<file path="src/rtl/btn_pkg.sv">
// rtl/btn_pkg.sv - shared FSM state type, default timing constants and width helper
package btn_pkg;

    typedef enum logic [1:0] {
        IDLE         = 2'd0,
        PRESSED      = 2'd1,
        RST_PULSE    = 2'd2,
        WAIT_RELEASE = 2'd3
    } btn_fsm_e;

    localparam int DEF_DEBOUNCE_CYCLES   = 480000;
    localparam int DEF_LONG_PRESS_CYCLES = 96000000;
    localparam int DEF_RST_PULSE_CYCLES  = 4800;

    function automatic int cnt_width(input int n);
        return (n > 1) ? $clog2(n) : 1;
    endfunction

endpackage

</file>
<file path="src/rtl/btn_debounce.sv">
// rtl/btn_debounce.sv - button synchronizer and stable-level debouncer
module btn_debounce
    import btn_pkg::*;
#(
    parameter int DEBOUNCE_CYCLES = DEF_DEBOUNCE_CYCLES
) (
    input  logic CLK,
    input  logic RST,
    input  logic BTN_N,
    output logic BTN_STATE
);

    localparam int DW = cnt_width(DEBOUNCE_CYCLES);
    localparam logic [DW-1:0] DB_LAST = DW'(DEBOUNCE_CYCLES - 1);

    logic          sync_q1;
    logic          sync_q2;
    logic          btn_sync;
    logic [DW-1:0] db_cnt;
    logic          state_q;

    // Flops hold the pressed polarity so reset leaves them at "released";
    // btn_sync is registered once more, giving the DEBOUNCE_CYCLES+2 latency.
    always_ff @(posedge CLK) begin
        if (RST) begin
            sync_q1  <= 1'b0;
            sync_q2  <= 1'b0;
            btn_sync <= 1'b0;
            db_cnt   <= '0;
            state_q  <= 1'b0;
        end else begin
            sync_q1  <= ~BTN_N;
            sync_q2  <= sync_q1;
            btn_sync <= sync_q2;
            if (btn_sync == state_q) begin
                db_cnt <= '0;
            end else if (db_cnt == DB_LAST) begin
                state_q <= ~state_q;
                db_cnt  <= '0;
            end else begin
                db_cnt <= db_cnt + 1'b1;
            end
        end
    end

    assign BTN_STATE = state_q;

endmodule

</file>
<file path="src/rtl/btn_reset_ctrl.sv">
// rtl/btn_reset_ctrl.sv - press classifier with long-press board reset pulse
module btn_reset_ctrl
    import btn_pkg::*;
#(
    parameter int DEBOUNCE_CYCLES   = DEF_DEBOUNCE_CYCLES,
    parameter int LONG_PRESS_CYCLES = DEF_LONG_PRESS_CYCLES,
    parameter int RST_PULSE_CYCLES  = DEF_RST_PULSE_CYCLES
) (
    input  logic CLK,
    input  logic RST,
    input  logic BTN_N,
    input  logic RST_EN,
    output logic BTN_STATE,
    output logic PRESS,
    output logic SHORT_PRESS,
    output logic LONG_PRESS,
    output logic RST_N
);

    localparam int HW = cnt_width(LONG_PRESS_CYCLES);
    localparam int PW = cnt_width(RST_PULSE_CYCLES);
    localparam logic [HW-1:0] HOLD_LAST  = HW'(LONG_PRESS_CYCLES - 1);
    localparam logic [PW-1:0] PULSE_LAST = PW'(RST_PULSE_CYCLES - 1);

    btn_fsm_e      state_q;
    btn_fsm_e      state_d;
    logic [HW-1:0] hold_q;
    logic [PW-1:0] pulse_q;
    logic          rst_n_q;
    logic          btn_level;

    btn_debounce #(
        .DEBOUNCE_CYCLES (DEBOUNCE_CYCLES)
    ) u_debounce (
        .CLK       (CLK),
        .RST       (RST),
        .BTN_N     (BTN_N),
        .BTN_STATE (btn_level)
    );

    assign BTN_STATE = btn_level;

    always_ff @(posedge CLK) begin
        if (RST) begin
            state_q <= IDLE;
            rst_n_q <= 1'b1;
        end else begin
            state_q <= state_d;
            rst_n_q <= (state_d != RST_PULSE);
        end
    end

    // hold_q counts cycles since the PRESS cycle, so it reads 0 on PRESS.
    always_ff @(posedge CLK) begin
        if (RST || (state_q == IDLE && !btn_level)) begin
            hold_q <= '0;
        end else if (hold_q != {HW{1'b1}}) begin
            hold_q <= hold_q + 1'b1;
        end
    end

    always_ff @(posedge CLK) begin
        if (RST || state_q != RST_PULSE) begin
            pulse_q <= '0;
        end else begin
            pulse_q <= pulse_q + 1'b1;
        end
    end

    always_comb begin
        state_d = state_q;
        case (state_q)
            IDLE: begin
                if (btn_level) state_d = PRESSED;
            end
            PRESSED: begin
                if (!btn_level) begin
                    state_d = IDLE;
                end else if (hold_q == HOLD_LAST) begin
                    state_d = RST_EN ? RST_PULSE : WAIT_RELEASE;
                end
            end
            RST_PULSE: begin
                if (pulse_q == PULSE_LAST) state_d = WAIT_RELEASE;
            end
            WAIT_RELEASE: begin
                if (!btn_level) state_d = IDLE;
            end
            default: state_d = IDLE;
        endcase
    end

    // Release is checked before the threshold so a coincident release wins.
    always_comb begin
        PRESS       = 1'b0;
        SHORT_PRESS = 1'b0;
        LONG_PRESS  = 1'b0;
        if (!RST) begin
            PRESS       = (state_q == IDLE) && btn_level;
            SHORT_PRESS = (state_q == PRESSED) && !btn_level;
            LONG_PRESS  = (state_q == PRESSED) && btn_level && (hold_q == HOLD_LAST);
        end
    end

    assign RST_N = rst_n_q;

endmodule

</file>
<file path="config.mk">
export PLATFORM = sky130hd
export DESIGN_NAME = btn_reset_ctrl
export DESIGN_NICKNAME = d
export VERILOG_FILES = /design/src/rtl/btn_pkg.sv /design/src/rtl/btn_debounce.sv /design/src/rtl/btn_reset_ctrl.sv
export SDC_FILE = /design/constraint.sdc
export NUM_CORES = 1
export LEC_CHECK = 0
export CAP_MARGIN = 20
export CORE_MARGIN = 10
export CORE_UTILIZATION = 43
export DETAILED_ROUTE_END_ITERATION = 8
export GPL_TIMING_DRIVEN = 0
export PLACE_DENSITY_LB_ADDON = 0.3
export SYNTH_ARGS = -nofsm -noshare
export SYNTH_HDL_FRONTEND = slang
export SYNTH_SLANG_ARGS = --single-unit
</file>
<file path="constraint.sdc">
create_clock -name CLK -period 4 [get_ports CLK]
set_input_delay 1.2 -clock CLK [delete_from_list [all_inputs] [get_ports CLK]]
set_output_delay 1.2 -clock CLK [all_outputs]
set_load 0.05 [all_outputs]
</file>
### After elaboration in Yosys (flattened, before gate mapping)

Index checks and enable logic that the tools add are counted.

| word-level totals | value |
|---|---|
| flip-flop bits (word level) | 66 |
| bits of input ports | 4 |
| output and inout bits | 5 |

| operators by class | value |
|---|---|
| add/subtract/negate cells | 3 |
| equal/unequal tests | 10 |
| multiplexer cells | 10 |
| bitwise gates (word level) | 3 |
| reduce and logical (&&, ||, !) cells | 11 |

Operators by type and width:

| kind | number |
|---|---|
| $add 27x1->27 const B | 1 |
| $eq 27x27->1 const B | 1 |
| $ne 27x27->1 const B | 1 |
| $add 19x1->19 const B | 1 |
| $eq 19x19->1 const B | 1 |
| $add 13x1->13 const B | 1 |
| $eq 13x13->1 const B | 1 |
| $mux 2 | 5 |
| $pmux 2 s4 | 1 |
| $logic_and 1x1->1 | 5 |
| $eq 2x2->1 const B | 2 |
| $mux 1 | 4 |
| $ne 2x2->1 const B | 2 |
| $not 1->1 | 3 |
| $reduce_or 3->1 | 1 |
| $eq 2x1->1 const B | 1 |
| $logic_not 2->1 | 1 |
| $logic_or 1x1->1 | 2 |
| $reduce_and 2->1 | 1 |
| $eq 1x1->1 | 1 |
| $logic_not 1->1 | 1 |

### Depth between registers and ports, before layout

Gate-level depths: netlist of run 1.

| depth | value |
|---|---|
| depth in word-level cells | 5 |
| depth in mapped cells | 7 |
| gate-level depth less buffers | 5 |

### Cells and area by module

A second synthesis of run 1 with hierarchy kept.

| second synthesis, totals | value |
|---|---|
| cells, all modules | 371 |
| area, all modules | 3220.6 um^2 |

Modules (own cells, without submodules):

| module | instances | cells each | area an instance (um^2) | sequential area each (um^2) |
|---|---|---|---|---|
| btn_reset_ctrl | 1 | 257 | 2210.9 | 860.8 |
| btn_debounce | 1 | 114 | 1009.7 | 460.4 |

### Least setup slack after synthesis of run 1

OpenSTA, ideal clock, no wires.

| timing path | value |
|---|---|
| path kind | input -> output |
| start point | in RST |
| end point | out SHORT_PRESS |
| arrival | 2.650 ns |
| data required time | 2.800 ns |
| setup slack | 0.150 ns |
| cell stages on the path | 3 |
| cell sequence | clkbuf_1 clkbuf_1 nor3_1 |

| between the ends | value |
|---|---|
| word-level cells in the longest chain between the ends | 1 |

RTL lines:

| item | line | source |
|---|---|---|
| from (decl) | btn_reset_ctrl.sv:10 | `input logic RST,` |
| $mux 1 | btn_reset_ctrl.sv:98 | `if (!RST) begin` |
| to (decl) | btn_reset_ctrl.sv:15 | `output logic SHORT_PRESS,` |

No other way between the ends.

### Final worst setup path of run 1

| timing path | value |
|---|---|
| start point | in RST |
| end point | out PRESS |

| between the ends | value |
|---|---|
| word-level cells in the longest chain between the ends | 1 |

RTL lines:

| item | line | source |
|---|---|---|
| $mux 1 | btn_reset_ctrl.sv:98 |  |
| to (decl) | btn_reset_ctrl.sv:14 | `output logic PRESS,` |

No other way between the ends.

==> metrics.cfg, run 1 <==
[power_and_ir_drop]
p_leak_nw=1.22
finalPower_mw=1.24
vdd_drop_max_v=0.000203
pwr_density_cell_nw_per_um2=329

[final_layout]
nets=411
diodes=0
layout_common_cells=dfxtp_1, nand2_1, nor2_1
area_delta_synth_final_pct=11.9
final_layout_size_suffix_gt1_frac=0.100
fin_area_um2=3760
layout_commonest_cell=dfxtp_1
instances_no_fill=511

[timing]
slew_headroom=0.486
fin_crit_sh=0.941
fin_crit_ns=3.76
setup_viol=0
worstMarginPinSlew_ns=0.764
rsz0062_at_grt=no
clock_skew_ns=0.0154
hold_violations=0
timing.fmax_ghz=0.266
maxSlewViolCount=0

[route]
top_layer_used=met4
met3_length_um=229
drc=0
wl_met2_um=3620
drt-total-wl_um=7670
wl_per_cell_um=15.0
final_antenna_net_count=0
drt-initial-drc-count=176
first_pass_iters=5
num_vias=2941
viasPerCell=5.76
wl_met1_um=3750

[logic_synthesis]
ys_types=58
ys_warn_count=0
syn_avg_cell_area_um2=8.72
ys.flop_type=dfxtp_1
synth_cells=386
async_reset_ff_frac=0
syn_nets=393
yosys_register_bits=66
syn_area_um2=3370
synth_edf_count=0
yosysSeqAreaShare=0.393

[setup_path]
worstSetupStartpointType=input pin
cp_max_fo=10
ff2ff_setup_slack_ns=2.01
arrival_ns=2.56
cp.required_ns=2.80
worstSetupPathType=in2out
end_kind=output pin

[cts]
cts-root-buf=clkbuf_8
cts_made_buffers=9
cts_tree=done
clock_latency_ns=0.35
post_cts_buffers=0
clkSinkCount=66
path_clk_slew_ns=0.06
ctsHtreeMaxLevel=3
clock_path_buffers=2

[global_routing]
antenna_found_initial=0
grt_use_total=0.134
grt_max_degree=14
first_global_vias=2647
grt_overflow_total=0
grt_pass1_wl_um=12900

[run]
drv_cap=0

[floorplan]
dieArea_um2=11800
die_w_um=108
fp-row-count=32
core_area_um2=7690
die_h_um=108
io_pins=9
start_util=0.438

[place]
port_buffers=7
dpl.cell_count=495
place_area_um2=3560
dpl.hpwl_um=5380
place.gp.congestion=0.872

[hold_path]
min_path_type=reg2reg

[outcome]
status=completed

## critical path, cell delays in order
cell           delay [ns]
clkbuf_1             0.19
clkbuf_1             0.27
nor2_1               0.13
nand2_1              0.08
nor2_1               0.14
dlygate4sd2_1        0.55
## metrics by stage
stage               hold slack, ns  TNS (ns)  utilization  setup WS (ns)
CTS                          0.451         0        0.489         0.0224
global placement             0.422   -0.0695        0.464        -0.0403
finish                       0.447         0        0.490          0.236
detailed placement           0.442   -0.0646        0.464        -0.0377
global route                 0.467         0        0.490          0.150
floorplan                    0.414         0            -          0.150
## per-layer routing
metal  vias up  global-route usage
met5         -                   0
met4         0              0.0461
met3         7              0.0410
met2        48               0.204
met1      1405               0.174
li1       1481                   -
## synth_stat cells, types with 2 or more instances
cell / number / area share
buf_4: 3 / 0.0067
or3_1: 16 / 0.030
nor2b_1: 3 / 0.0056
a31oi_1: 4 / 0.0074
nor3_1: 7 / 0.010
nor2_1: 35 / 0.039
dfxtp_1: 66 / 0.39
and4_1: 4 / 0.010
o31ai_1: 8 / 0.018
nor4b_1: 2 / 0.0052
buf_6: 2 / 0.0067
xnor2_1: 11 / 0.029
and4b_1: 2 / 0.0059
buf_2: 3 / 0.0045
and2_1: 2 / 0.0037
nand4_1: 18 / 0.033
nand3_1: 21 / 0.031
xor2_1: 11 / 0.029
clkbuf_1: 6 / 0.0067
nor4_1: 8 / 0.015
nand4_4: 2 / 0.013
and4_4: 2 / 0.0067
nand2_1: 37 / 0.041
nor3b_1: 3 / 0.0067
nor4_4: 2 / 0.013
and3_1: 8 / 0.015
a211oi_1: 5 / 0.011
mux2i_1: 9 / 0.027
o21ai_0: 11 / 0.016
ha_1: 3 / 0.011
a21oi_1: 23 / 0.034
a2111oi_0: 2 / 0.0052
a2111o_1: 5 / 0.017
or4_1: 8 / 0.018
o21ai_1: 4 / 0.0059
inv_1: 8 / 0.0089
## sequential cells by signal (all words and copies together) (netlist names), 2 cells and up
register	cells
hold_q	27
u_debounce.db_cnt	19
pulse_q	13
state_q	2
## layout make-up
cell class                 instances  area (um^2)
clock buffer                       9          124
timing repair buffer               7         70.1
fill                             756         3920
inverter                           8         30.0
sequential                        66         1320
tap                              102          128
clock inverter                     7         77.6
multi-input combinational        297         1930
buffer                            15         87.6
## power by group
part | switching [mW] | internal [mW]
combinational | 0.00512 | 0.00377
sequential | 0.000531 | 0.658
clock | 0.278 | 0.292
## path summary, 6_finish.rpt
path	startpoint	to	depth (start not counted)
setup / recovery	RST	PRESS	6
hold reg to reg	u_debounce.sync_q1	u_debounce.sync_q2	1
setup reg to reg	u_debounce.BTN_STATE	hold_q[15]	6
hold / removal	u_debounce.sync_q1	u_debounce.sync_q2	1
## cells by family (layout without fill, tap and decap cells)
| family | Yosys count | count (layout) | synth area share |
|---|---|---|---|
| AO/OA/AOI/OAI | 70 | 70 | 0.136 |
| XOR/XNOR | 22 | 22 | 0.0572 |
| adder cells (fa/ha/maj) | 3 | 3 | 0.0112 |
| buffers and inverters | 23 | 46 | 0.0349 |
| flip-flops | 66 | 66 | 0.393 |
| multiplexers | 9 | 9 | 0.0268 |
| AND/OR/NAND/NOR | 193 | 193 | 0.341 |
## what timing repair did
action / 4_1_cts / 5_1_grt
cloned: 0 / 0
gates resized for setup: 2 / 1
setup endpoints to repair: 2 / 1
hold buffers: 0 / 0
Note: power is estimated with default switching activity, not from simulation.
==> inputs of run 2 (changes only) <==
- CORE_UTILIZATION: 43 -> 45
==> metrics.cfg, run 2 (same netlist as run 1, synthesis figures left out) <==
[cts]
ctsHtreeMaxLevel=3  ; unchanged
cts-hold-fix-buffers=0  ; unchanged
cts_tree=done  ; unchanged
clock_latency_ns=0.35  ; about the same
path_clk_slew_ns=0.07  ; was 0.06 ns
cts-root-buf=clkbuf_8  ; unchanged
cts_made_buffers=9  ; unchanged
post_cts_buffers=0  ; unchanged
clock_path_buffers=2  ; unchanged
clkSinkCount=66  ; unchanged

[global_routing]
grt_overflow_total=0  ; unchanged
grt_pass1_wl_um=13100  ; was 12900 um
first_global_vias=2754  ; was 2647
grt_max_degree=15  ; was 14
antenna_found_initial=0  ; unchanged
grt_use_total=0.140  ; was 0.134

[floorplan]
start_util=0.464  ; was 0.438
die_w_um=106  ; was 108 um
fp-row-count=31  ; was 32
die_h_um=106  ; was 108 um
dieArea_um2=11300  ; was 11800 um^2
core_area_um2=7250  ; was 7690 um^2
io_pins=9  ; unchanged

[final_layout]
post-route-util=0.516  ; was 0.490
largest_reg_flops=27  ; unchanged
layout_commonest_cell=dfxtp_1  ; unchanged
largest-register=hold_q  ; unchanged
largest_registers=hold_q: 27 flops, u_debounce.db_cnt: 19 flops, pulse_q: 13 flops  ; unchanged
layout_common_cells=dfxtp_1, nand2_1, nor2_1  ; unchanged
final_layout_size_suffix_gt1_frac=0.100  ; unchanged
fin_area_um2=3740  ; was 3760 um^2
nets=411  ; unchanged
area_delta_synth_final_pct=11.2  ; was 11.9%
diodes=0  ; unchanged

[timing]
tns_ns=0  ; unchanged
holdWs_ns=0.452  ; was 0.447 ns
fin_crit_sh=0.959  ; was 0.941
maxSlewViolCount=0  ; unchanged
clock_skew_ns=0.00876  ; was 0.0154 ns
rsz0062_at_grt=no  ; unchanged
timing.fmax_ghz=0.261  ; was 0.266 GHz
hold_violations=0  ; unchanged
worstMarginPinSlew_ns=0.760  ; was 0.764 ns
slew_headroom=0.489  ; was 0.486
fin_crit_ns=3.84  ; was 3.76 ns
setup_viol=0  ; unchanged

[power_and_ir_drop]
clock_power_share=0.440  ; was 0.461
finalPower_mw=1.19  ; was 1.24 mW
power.internal_mw=0.897  ; was 0.953 mW
p_leak_nw=1.21  ; was 1.22 nW
pwr_density_cell_nw_per_um2=318  ; was 329 nW/um^2
share_comb_of_total_power=0.008  ; was 0.007
switching_share=0.247  ; was 0.230
p_seq_frac=0.553  ; was 0.532
p_sw_mw=0.294  ; was 0.284 mW
vdd_drop_max_v=0.000183  ; was 0.000203 V

[setup_path]
worstSetupStartpointType=input pin  ; unchanged
reg2reg_from=u_debounce.BTN_STATE  ; unchanged
startpoint=RST  ; unchanged
worstSetupPathType=in2out  ; unchanged
crit_path_end=LONG_PRESS  ; was PRESS
cp_max_fo=10  ; unchanged
cp.required_ns=2.80  ; about the same
arrival_ns=2.64  ; was 2.56 ns
r2r_cells=6  ; unchanged
worstReg2RegEnd=hold_q[15]  ; unchanged
crit_path_max_incr_delay_ns=0.56  ; was 0.55 ns
end_kind=output pin  ; unchanged
ff2ff_setup_slack_ns=2.02  ; was 2.01 ns
slowest_stage=dlygate4sd2_1  ; unchanged
crit_chain=clkbuf_1 -> clkbuf_1 -> nor2_1 -> nand2_1 -> nor2_1 -> dlygate4sd2_1  ; unchanged

[place]
port_buffers=7  ; unchanged
place_area_um2=3560  ; about the same
dpl.hpwl_um=5350  ; was 5380 um
place.gp.congestion=0.844  ; was 0.872

[route]
final_antenna_net_count=0  ; unchanged
first_pass_iters=4  ; was 5
viasPerCell=5.79  ; was 5.76
drt-initial-drc-count=103  ; was 176
num_vias=2941  ; unchanged
wl_per_cell_um=14.8  ; was 15.0 um
drt-total-wl_um=7510  ; was 7670 um
drc=0  ; unchanged

[hold_path]
min_path_type=reg2reg  ; unchanged

[run]
drv_cap=0  ; unchanged

[outcome]
status=completed  ; unchanged

[run 2: changes by cell type in the layout (fill, tap and decap cells not counted), sizes merged]
cell / delta
inv: +3
bufinv: -1
clkinv: -2
[run 2: area by class of cell]
type | count | area, um^2
Fill cell | 734 | 3510
Inverter | 8 | 30.0
Multi-Input combinational cell | 297 | 1930
Timing Repair Buffer | 7 | 70.1
Sequential cell | 66 | 1320
Clock buffer | 9 | 124
Buffer | 15 | 87.6
Clock inverter | 7 | 60.1
Tap cell | 99 | 124
[run 2: repair_timing]
item | 4_1_cts | 5_1_grt
endpoints found under the setup margin | 2 | 1
gates resized for setup | 2 | 1
gates cloned | 0 | 0
[run 2: worst min-delay path by stage]
| stage | startpoint | slack (ns) | depth (start not counted) | to |
|---|---|---|---|---|
| after floorplan | u_debounce.sync_q2 | 0.41 | 1 | u_debounce.btn_sync |
| after global placement | u_debounce.sync_q2 | 0.43 | 1 | u_debounce.btn_sync |
| after detailed placement | u_debounce.sync_q2 | 0.43 | 1 | u_debounce.btn_sync |
| after CTS | u_debounce.sync_q2 | 0.46 | 1 | u_debounce.btn_sync |
| after global routing | u_debounce.sync_q2 | 0.47 | 1 | u_debounce.btn_sync |
| final | u_debounce.sync_q2 | 0.45 | 1 | u_debounce.btn_sync |
[run 2: routing by layer]
metal  wire, um  track usage  vias up
li1           -            -     1481
met1       3380        0.168     1389
met2       3610        0.230       59
met3        412       0.0459       12
met4        104       0.0445        0
met5          0            0        -
[run 2: per-stage QoR]
step,cells,setup slack (ns)
floorplan,386,0.150
global placement,492,-0.110
detailed placement,492,-0.119
CTS,508,0.0549
global route,508,0.0518
finish,508,0.164
[run 2: power groups by stage]
stage | Sequential (mW) | Clock [mW] | Combinational (mW)
6_report | 0.658 | 0.523 | 0.00908
5_1_grt | 0.658 | 0.577 | 0.0100
4_1_cts | 0.658 | 0.544 | 0.00914
3_5_place_dp | 0.674 | 0 | 0.00906
3_3_place_gp | 0.674 | 0 | 0.00886
2_1_floorplan | 0.674 | 0 | 0.00505
[run 2: critical path, delay by kind of cell]
family / cells / cell delay, ns
buffers and inverters: 3 / 1.02
and+or+nand+nor: 3 / 0.40
